--- src/rtl/arb_req_pkg.sv ---
// Shared width helpers and grant decode for the arbiter requester block.
package arb_req_pkg;

    function automatic int port_idx_w(input int n);
        return (n > 1) ? $clog2(n) : 1;
    endfunction

    function automatic int cnt_w(input int d);
        return $clog2(d) + 1;
    endfunction

    // Index of the lowest set bit; 0 when no bit is set.
    function automatic int lsb_index(input logic [31:0] v);
        int idx;
        idx = 0;
        for (int i = 31; i >= 0; i--) begin
            if (v[i]) idx = i;
        end
        return idx;
    endfunction

endpackage

--- src/rtl/arb_req_fifo.sv ---
// Per-port synchronous FIFO; head is read combinationally from the read pointer.
module arb_req_fifo
    import arb_req_pkg::*;
#(
    parameter int DATA_W = 8,
    parameter int DEPTH  = 4
) (
    input  logic              clk,
    input  logic              reset,
    input  logic              push_i,
    input  logic [DATA_W-1:0] push_data_i,
    input  logic              pop_i,
    output logic [DATA_W-1:0] head_o,
    output logic              full_o,
    output logic              empty_o
);
    localparam int AW    = $clog2(DEPTH);
    localparam int CNT_W = cnt_w(DEPTH);

    logic [DEPTH-1:0][DATA_W-1:0] mem_q, mem_d;
    logic [AW-1:0]                wr_ptr_q, wr_ptr_d, rd_ptr_q, rd_ptr_d;
    logic [CNT_W-1:0]             count_q, count_d;

    always_comb begin
        mem_d    = mem_q;
        wr_ptr_d = wr_ptr_q;
        rd_ptr_d = rd_ptr_q;
        count_d  = count_q;
        if (push_i) begin
            mem_d[wr_ptr_q] = push_data_i;
            wr_ptr_d        = wr_ptr_q + AW'(1);
        end
        if (pop_i) rd_ptr_d = rd_ptr_q + AW'(1);
        case ({push_i, pop_i})
            2'b10:   count_d = count_q + CNT_W'(1);
            2'b01:   count_d = count_q - CNT_W'(1);
            default: count_d = count_q;
        endcase
    end

    always_ff @(posedge clk) begin
        if (reset) begin
            wr_ptr_q <= '0;
            rd_ptr_q <= '0;
            count_q  <= '0;
        end else begin
            wr_ptr_q <= wr_ptr_d;
            rd_ptr_q <= rd_ptr_d;
            count_q  <= count_d;
        end
    end

    // Storage carries no reset; validity is tracked by count_q alone.
    always_ff @(posedge clk) begin
        mem_q <= mem_d;
    end

    assign head_o  = mem_q[rd_ptr_q];
    assign full_o  = (count_q == CNT_W'(DEPTH));
    assign empty_o = (count_q == '0);

endmodule

--- src/rtl/arb_requester.sv ---
// Per-port FIFOs feeding a round-robin arbiter; pops the granted head onto one registered channel.
// ARB_REQ_GNT_CHECK_EN: reject illegal grants and flag them on sticky gnt_err_o.
module arb_requester
    import arb_req_pkg::*;
#(
    parameter int NUM_PORTS = 4,
    parameter int DATA_W    = 8,
    parameter int DEPTH     = 4
) (
    input  logic                                  clk,
    input  logic                                  reset,
    input  logic [NUM_PORTS-1:0]                  push_valid_i,
    input  logic [NUM_PORTS*DATA_W-1:0]           push_data_i,
    output logic [NUM_PORTS-1:0]                  push_ready_o,
    output logic [NUM_PORTS-1:0]                  req_o,
    input  logic [NUM_PORTS-1:0]                  gnt_i,
    output logic                                  out_valid_o,
    output logic [DATA_W-1:0]                     out_data_o,
    output logic [port_idx_w(NUM_PORTS)-1:0]      out_port_o,
    output logic                                  gnt_err_o
);
    localparam int PORT_IDX_W = port_idx_w(NUM_PORTS);

    logic [NUM_PORTS-1:0]             full, empty, push_fire, pop_sel;
    logic [NUM_PORTS-1:0][DATA_W-1:0] push_data, head;
    logic [PORT_IDX_W-1:0]            sel_idx;

    logic                  out_valid_q, out_valid_d;
    logic [DATA_W-1:0]     out_data_q, out_data_d;
    logic [PORT_IDX_W-1:0] out_port_q, out_port_d;

    assign push_data    = push_data_i;
    assign push_ready_o = ~full;
    assign req_o        = ~empty;
    assign push_fire    = push_valid_i & ~full;

    for (genvar i = 0; i < NUM_PORTS; i++) begin : g_port
        arb_req_fifo #(.DATA_W(DATA_W), .DEPTH(DEPTH)) u_fifo (
            .clk         (clk),
            .reset       (reset),
            .push_i      (push_fire[i]),
            .push_data_i (push_data[i]),
            .pop_i       (pop_sel[i]),
            .head_o      (head[i]),
            .full_o      (full[i]),
            .empty_o     (empty[i])
        );
    end

`ifdef ARB_REQ_GNT_CHECK_EN
    logic gnt_err_q, gnt_err_d;
    logic gnt_onehot, gnt_legal;

    always_comb begin
        gnt_onehot = (gnt_i != '0) && ((gnt_i & (gnt_i - NUM_PORTS'(1))) == '0);
        gnt_legal  = gnt_onehot && ((gnt_i & ~req_o) == '0);
        pop_sel    = gnt_legal ? gnt_i : '0;
        gnt_err_d  = gnt_err_q | ((gnt_i != '0) && !gnt_legal);
    end

    always_ff @(posedge clk) begin
        if (reset) gnt_err_q <= 1'b0;
        else       gnt_err_q <= gnt_err_d;
    end

    assign gnt_err_o = gnt_err_q;
`else
    logic [NUM_PORTS-1:0] gnt_masked;

    // Stray grant bits on idle ports are dropped; of what remains, the lowest index wins.
    always_comb begin
        gnt_masked = gnt_i & req_o;
        pop_sel    = gnt_masked & (~gnt_masked + NUM_PORTS'(1));
    end

    assign gnt_err_o = 1'b0;
`endif

    always_comb begin
        sel_idx     = PORT_IDX_W'(lsb_index(32'(pop_sel)));
        out_valid_d = |pop_sel;
        out_data_d  = out_data_q;
        out_port_d  = out_port_q;
        if (out_valid_d) begin
            out_data_d = head[sel_idx];
            out_port_d = sel_idx;
        end
    end

    always_ff @(posedge clk) begin
        if (reset) begin
            out_valid_q <= 1'b0;
            out_data_q  <= '0;
            out_port_q  <= '0;
        end else begin
            out_valid_q <= out_valid_d;
            out_data_q  <= out_data_d;
            out_port_q  <= out_port_d;
        end
    end

    assign out_valid_o = out_valid_q;
    assign out_data_o  = out_data_q;
    assign out_port_o  = out_port_q;

endmodule
--- config.mk ---
export PLATFORM = sky130hd
export DESIGN_NAME = arb_requester
export DESIGN_NICKNAME = d
export VERILOG_FILES = /design/src/rtl/arb_req_pkg.sv /design/src/rtl/arb_req_fifo.sv /design/src/rtl/arb_requester.sv
export SDC_FILE = /design/constraint.sdc
export NUM_CORES = 1
export LEC_CHECK = 0
export CORE_ASPECT_RATIO = 1.25
export CORE_MARGIN = 2
export CORE_UTILIZATION = 50
export CTS_BUF_LIST = sky130_fd_sc_hd__clkbuf_8
export CTS_CLUSTER_SIZE = 12
export DETAILED_ROUTE_END_ITERATION = 10
export PLACE_DENSITY = 0.78
export SLEW_MARGIN = 20
export SYNTH_ARGS = -nofsm -noshare
export SYNTH_HDL_FRONTEND = slang
export SYNTH_SLANG_ARGS = --single-unit
export TNS_END_PERCENT = 30
--- constraint.sdc ---
create_clock -name clk -period 2.55 [get_ports clk]
set_input_delay 0.51 -clock clk [delete_from_list [all_inputs] [get_ports clk]]
set_output_delay 0.51 -clock clk [all_outputs]
set_load 0.03 [all_outputs]
==> flow_summary.ini <==
[run_status]
status = completed

[clock_network]
path_clk_slew_ns = 0.08
cts-root-buf = clkbuf_8
clockBufferDepth = 2
cts_buffers = 17
cts_tree = built
insertion_delay_ns = 0.43
post_cts_buffers = 0
cts_sinks = 167
cts_htree_levels = 4

[run]
drv_cap = 0

[detailed_routing]
dr.first_iter.drc_count = 228
routedWlPerCell_um = 19.1
ant_nets = 0
first_pass_iters = 4
vias_per_cell = 5.52
route.detailed.drc = 0
routed_wirelength_um = 13300
vias = 3846

[power]
vdd_drop_max_mv = 0.503
p_int_uw = 5680
p_total_uw = 8560
clockPowerShare_pct = 21.8
power_frac_seq_pct = 44.3
p_sw_share_pct = 33.7
p_per_area_mw_per_mm2 = 1040
power_switching_uw = 2880
combinationalPowerShare_pct = 33.8
power.leakage_uw = 0.00282

[floorplanning]
die_w_um = 109
die_area_mm2 = 0.0148
rows = 48
die_h_um = 135
num_io_pins = 62
initial_utilization_pct = 50.6
core_mm2 = 0.0136

[sta]
fin_crit_sh_pct = 95.1
maxSlewHeadroom_pct = 55.4
worstMarginPinSlew_ns = 0.668
rsz0062_at_grt = false
hold_violations = 0
fin_tns_setup_ns = 0
fin_crit_ns = 2.43
maxSlewViolCount = 0
finalSetupViolations = 0
setup_ws_ns = 0.124
fmax_mhz = 412
finClkSkew_ns = 0.00924

[cells_and_area]
n_fill_cell = 986
fin_util_pct = 60.1
stdcell_area_mm2 = 0.00820
drive_gt1_share_pct = 19.9
syn_to_final_growth_pct = 18.8
final_nets = 575
diodes = 0

[placement]
pre_cts_ws_ns = -0.190
placement.cell_area_mm2 = 0.00777
io_buffers = 60
post-dp-hpwl_um = 9380
gp_congestion = 0.806

[global_route]
grt_usage_pct = 19.1
grt_max_degree = 40
antenna_found_initial = 0
overflow = 0
grt_pass1_vias = 3955
grt_pass1_wl_um = 20600

[hold_path]
min_path_cells = 2
hold_class = flop to flop

[setup_path]
critPathLaunchType = flop
r2r_cells = 9
path_max_fanout = 6
r2r_setup_slack_ns = 0.12
critPathKind = flop to flop
cp-end-kind = flop
arrival_ns = 2.77
required_ns = 2.89

[synthesis]
synth_cells = 428
ys_seq_area_share_pct = 67.0
yosys_warnings = 0
synth_area_mm2 = 0.00690
synthDistinctLibCells = 39
syn_nets = 494
ys_seq_elements = 167
syn_avg_cell_area_um2 = 16.1
[state kept, by name (all words and copies together), names as in the netlist]
name / flops
out_data_o: 8
g_port.u_fifo.mem_q: 128
g_port.u_fifo.count_q: 12
out_valid_o: 1
g_port.u_fifo.rd_ptr_q: 8
out_port_o: 2
g_port.u_fifo.wr_ptr_q: 8
[timing repair]
item | CTS | global route
hold endpoints to repair | 0 | 0
resized for setup | 0 | 12
hold buffers | 0 | 0
setup endpoints to repair | 0 | 5
[synthesized netlist by cell type, drive strengths merged]
| cell | n | area share, % |
|---|---|---|
| inv | 29 | 1.6 |
| a31oi | 1 | 0.091 |
| and2 | 4 | 0.36 |
| a211oi | 2 | 0.22 |
| a21o | 2 | 0.22 |
| ha | 20 | 3.6 |
| o31ai | 4 | 1.0 |
| fa | 4 | 1.2 |
| buf | 10 | 0.78 |
| nand4 | 4 | 0.45 |
| o31a | 3 | 0.38 |
| a22oi | 1 | 0.11 |
| nand3 | 3 | 0.22 |
| conb | 1 | 0.054 |
| o21ai | 7 | 0.51 |
| nor2b | 1 | 0.091 |
| nor2 | 31 | 1.8 |
| mux4 | 32 | 10 |
| or3 | 9 | 0.82 |
| edfxtp | 128 | 56 |
| o22ai | 12 | 1.1 |
| xor2 | 12 | 1.5 |
| nor3 | 2 | 0.15 |
| clkbuf | 5 | 0.29 |
| nand2 | 14 | 0.76 |
| dfxtp | 39 | 11 |
| a2111oi | 6 | 1.3 |
| a21oi | 15 | 1.1 |
| and3 | 16 | 1.5 |
| xnor2 | 7 | 0.89 |
| or3b | 4 | 0.51 |
[placed cells by master (no fill, tap or decap), types with 9 or more instances in the layout]
master	Yosys	final
xor2_1	12	12
and3_1	16	16
nor2_1	30	30
inv_1	24	26
ha_1	20	20
buf_4	3	17
a21oi_1	15	15
edfxtp_1	128	128
dfxtp_1	39	33
nand2_1	14	14
clkdlybuf4s50_1	0	60
o22ai_1	12	12
mux4_2	32	32
clkbuf_8	0	17
or3_1	9	9
[path summary, 6_finish.rpt]
kind	startpoint	end
max	g_port[2].u_fifo.count_q[2]	g_port[2].u_fifo.count_q[2]
min	g_port[2].u_fifo.wr_ptr_q[1]	g_port[2].u_fifo.wr_ptr_q[1]
max reg2reg	g_port[2].u_fifo.count_q[2]	g_port[2].u_fifo.count_q[2]
min reg2reg	g_port[2].u_fifo.wr_ptr_q[1]	g_port[2].u_fifo.wr_ptr_q[1]
[area by class of cell]
type / instances / area, um^2 / share of cell area (%)
Tap cell: 175 / 219 / 2.67
Clock buffer: 17 / 234 / 2.85
Multi-Input combinational cell: 217 / 2110 / 25.7
Sequential cell: 167 / 4630 / 56.5
Timing Repair Buffer: 77 / 728 / 8.89
Clock inverter: 15 / 163 / 1.98
Inverter: 29 / 109 / 1.33
[through the flow]
| stage | instances | hold WS (ns) |
|---|---|---|
| after global placement | 665 | 0.479 |
| after CTS | 697 | 0.508 |
| final | 697 | 0.509 |
| after detailed placement | 665 | 0.501 |
| after global routing | 697 | 0.537 |
| after floorplan | 428 | 0.469 |
[power by group through the flow]
stage	Clock [uW]	Combinational [uW]	Sequential, uW
floorplan	0	1940	3730
global route	2010	3130	3860
finish	1870	2900	3790
detailed placement	0	2870	3850
CTS	1900	2890	3790
global placement	0	2770	3820
[metal layers]
layer	up-vias	track usage, %	wire (um)
li1	1796	-	-
met1	1906	24.2	5220
met2	124	32.2	6980
met3	20	4.18	805
met4	0	7.05	297
met5	-	0	0
[worst max-delay path, cell delays in order (launching register included)]
cell	delay [ns]
dfxtp_2	0.39
or3b_4	0.43
and2_1	0.22
inv_2	0.08
ha_1	0.16
inv_1	0.06
fa_1	0.37
xor2_1	0.16
or3_1	0.31
a21oi_1	0.18
[logic make-up (layout without fill, tap and decap cells)]
kind of cell	after synthesis	count (layout)	share of synthesized area [%]
DFF	167	167	67.0
xor gates and xnor gates	19	19	2.41
buffers and inverters	44	138	2.65
other	1	1	0.0543
AOI/OAI and AO/OA	53	53	6.04
adders and majority gates	24	24	4.79
muxes	32	32	10.4
and+or+nand+nor	88	88	6.60
No activity file was read; power rests on OpenSTA's default activity.
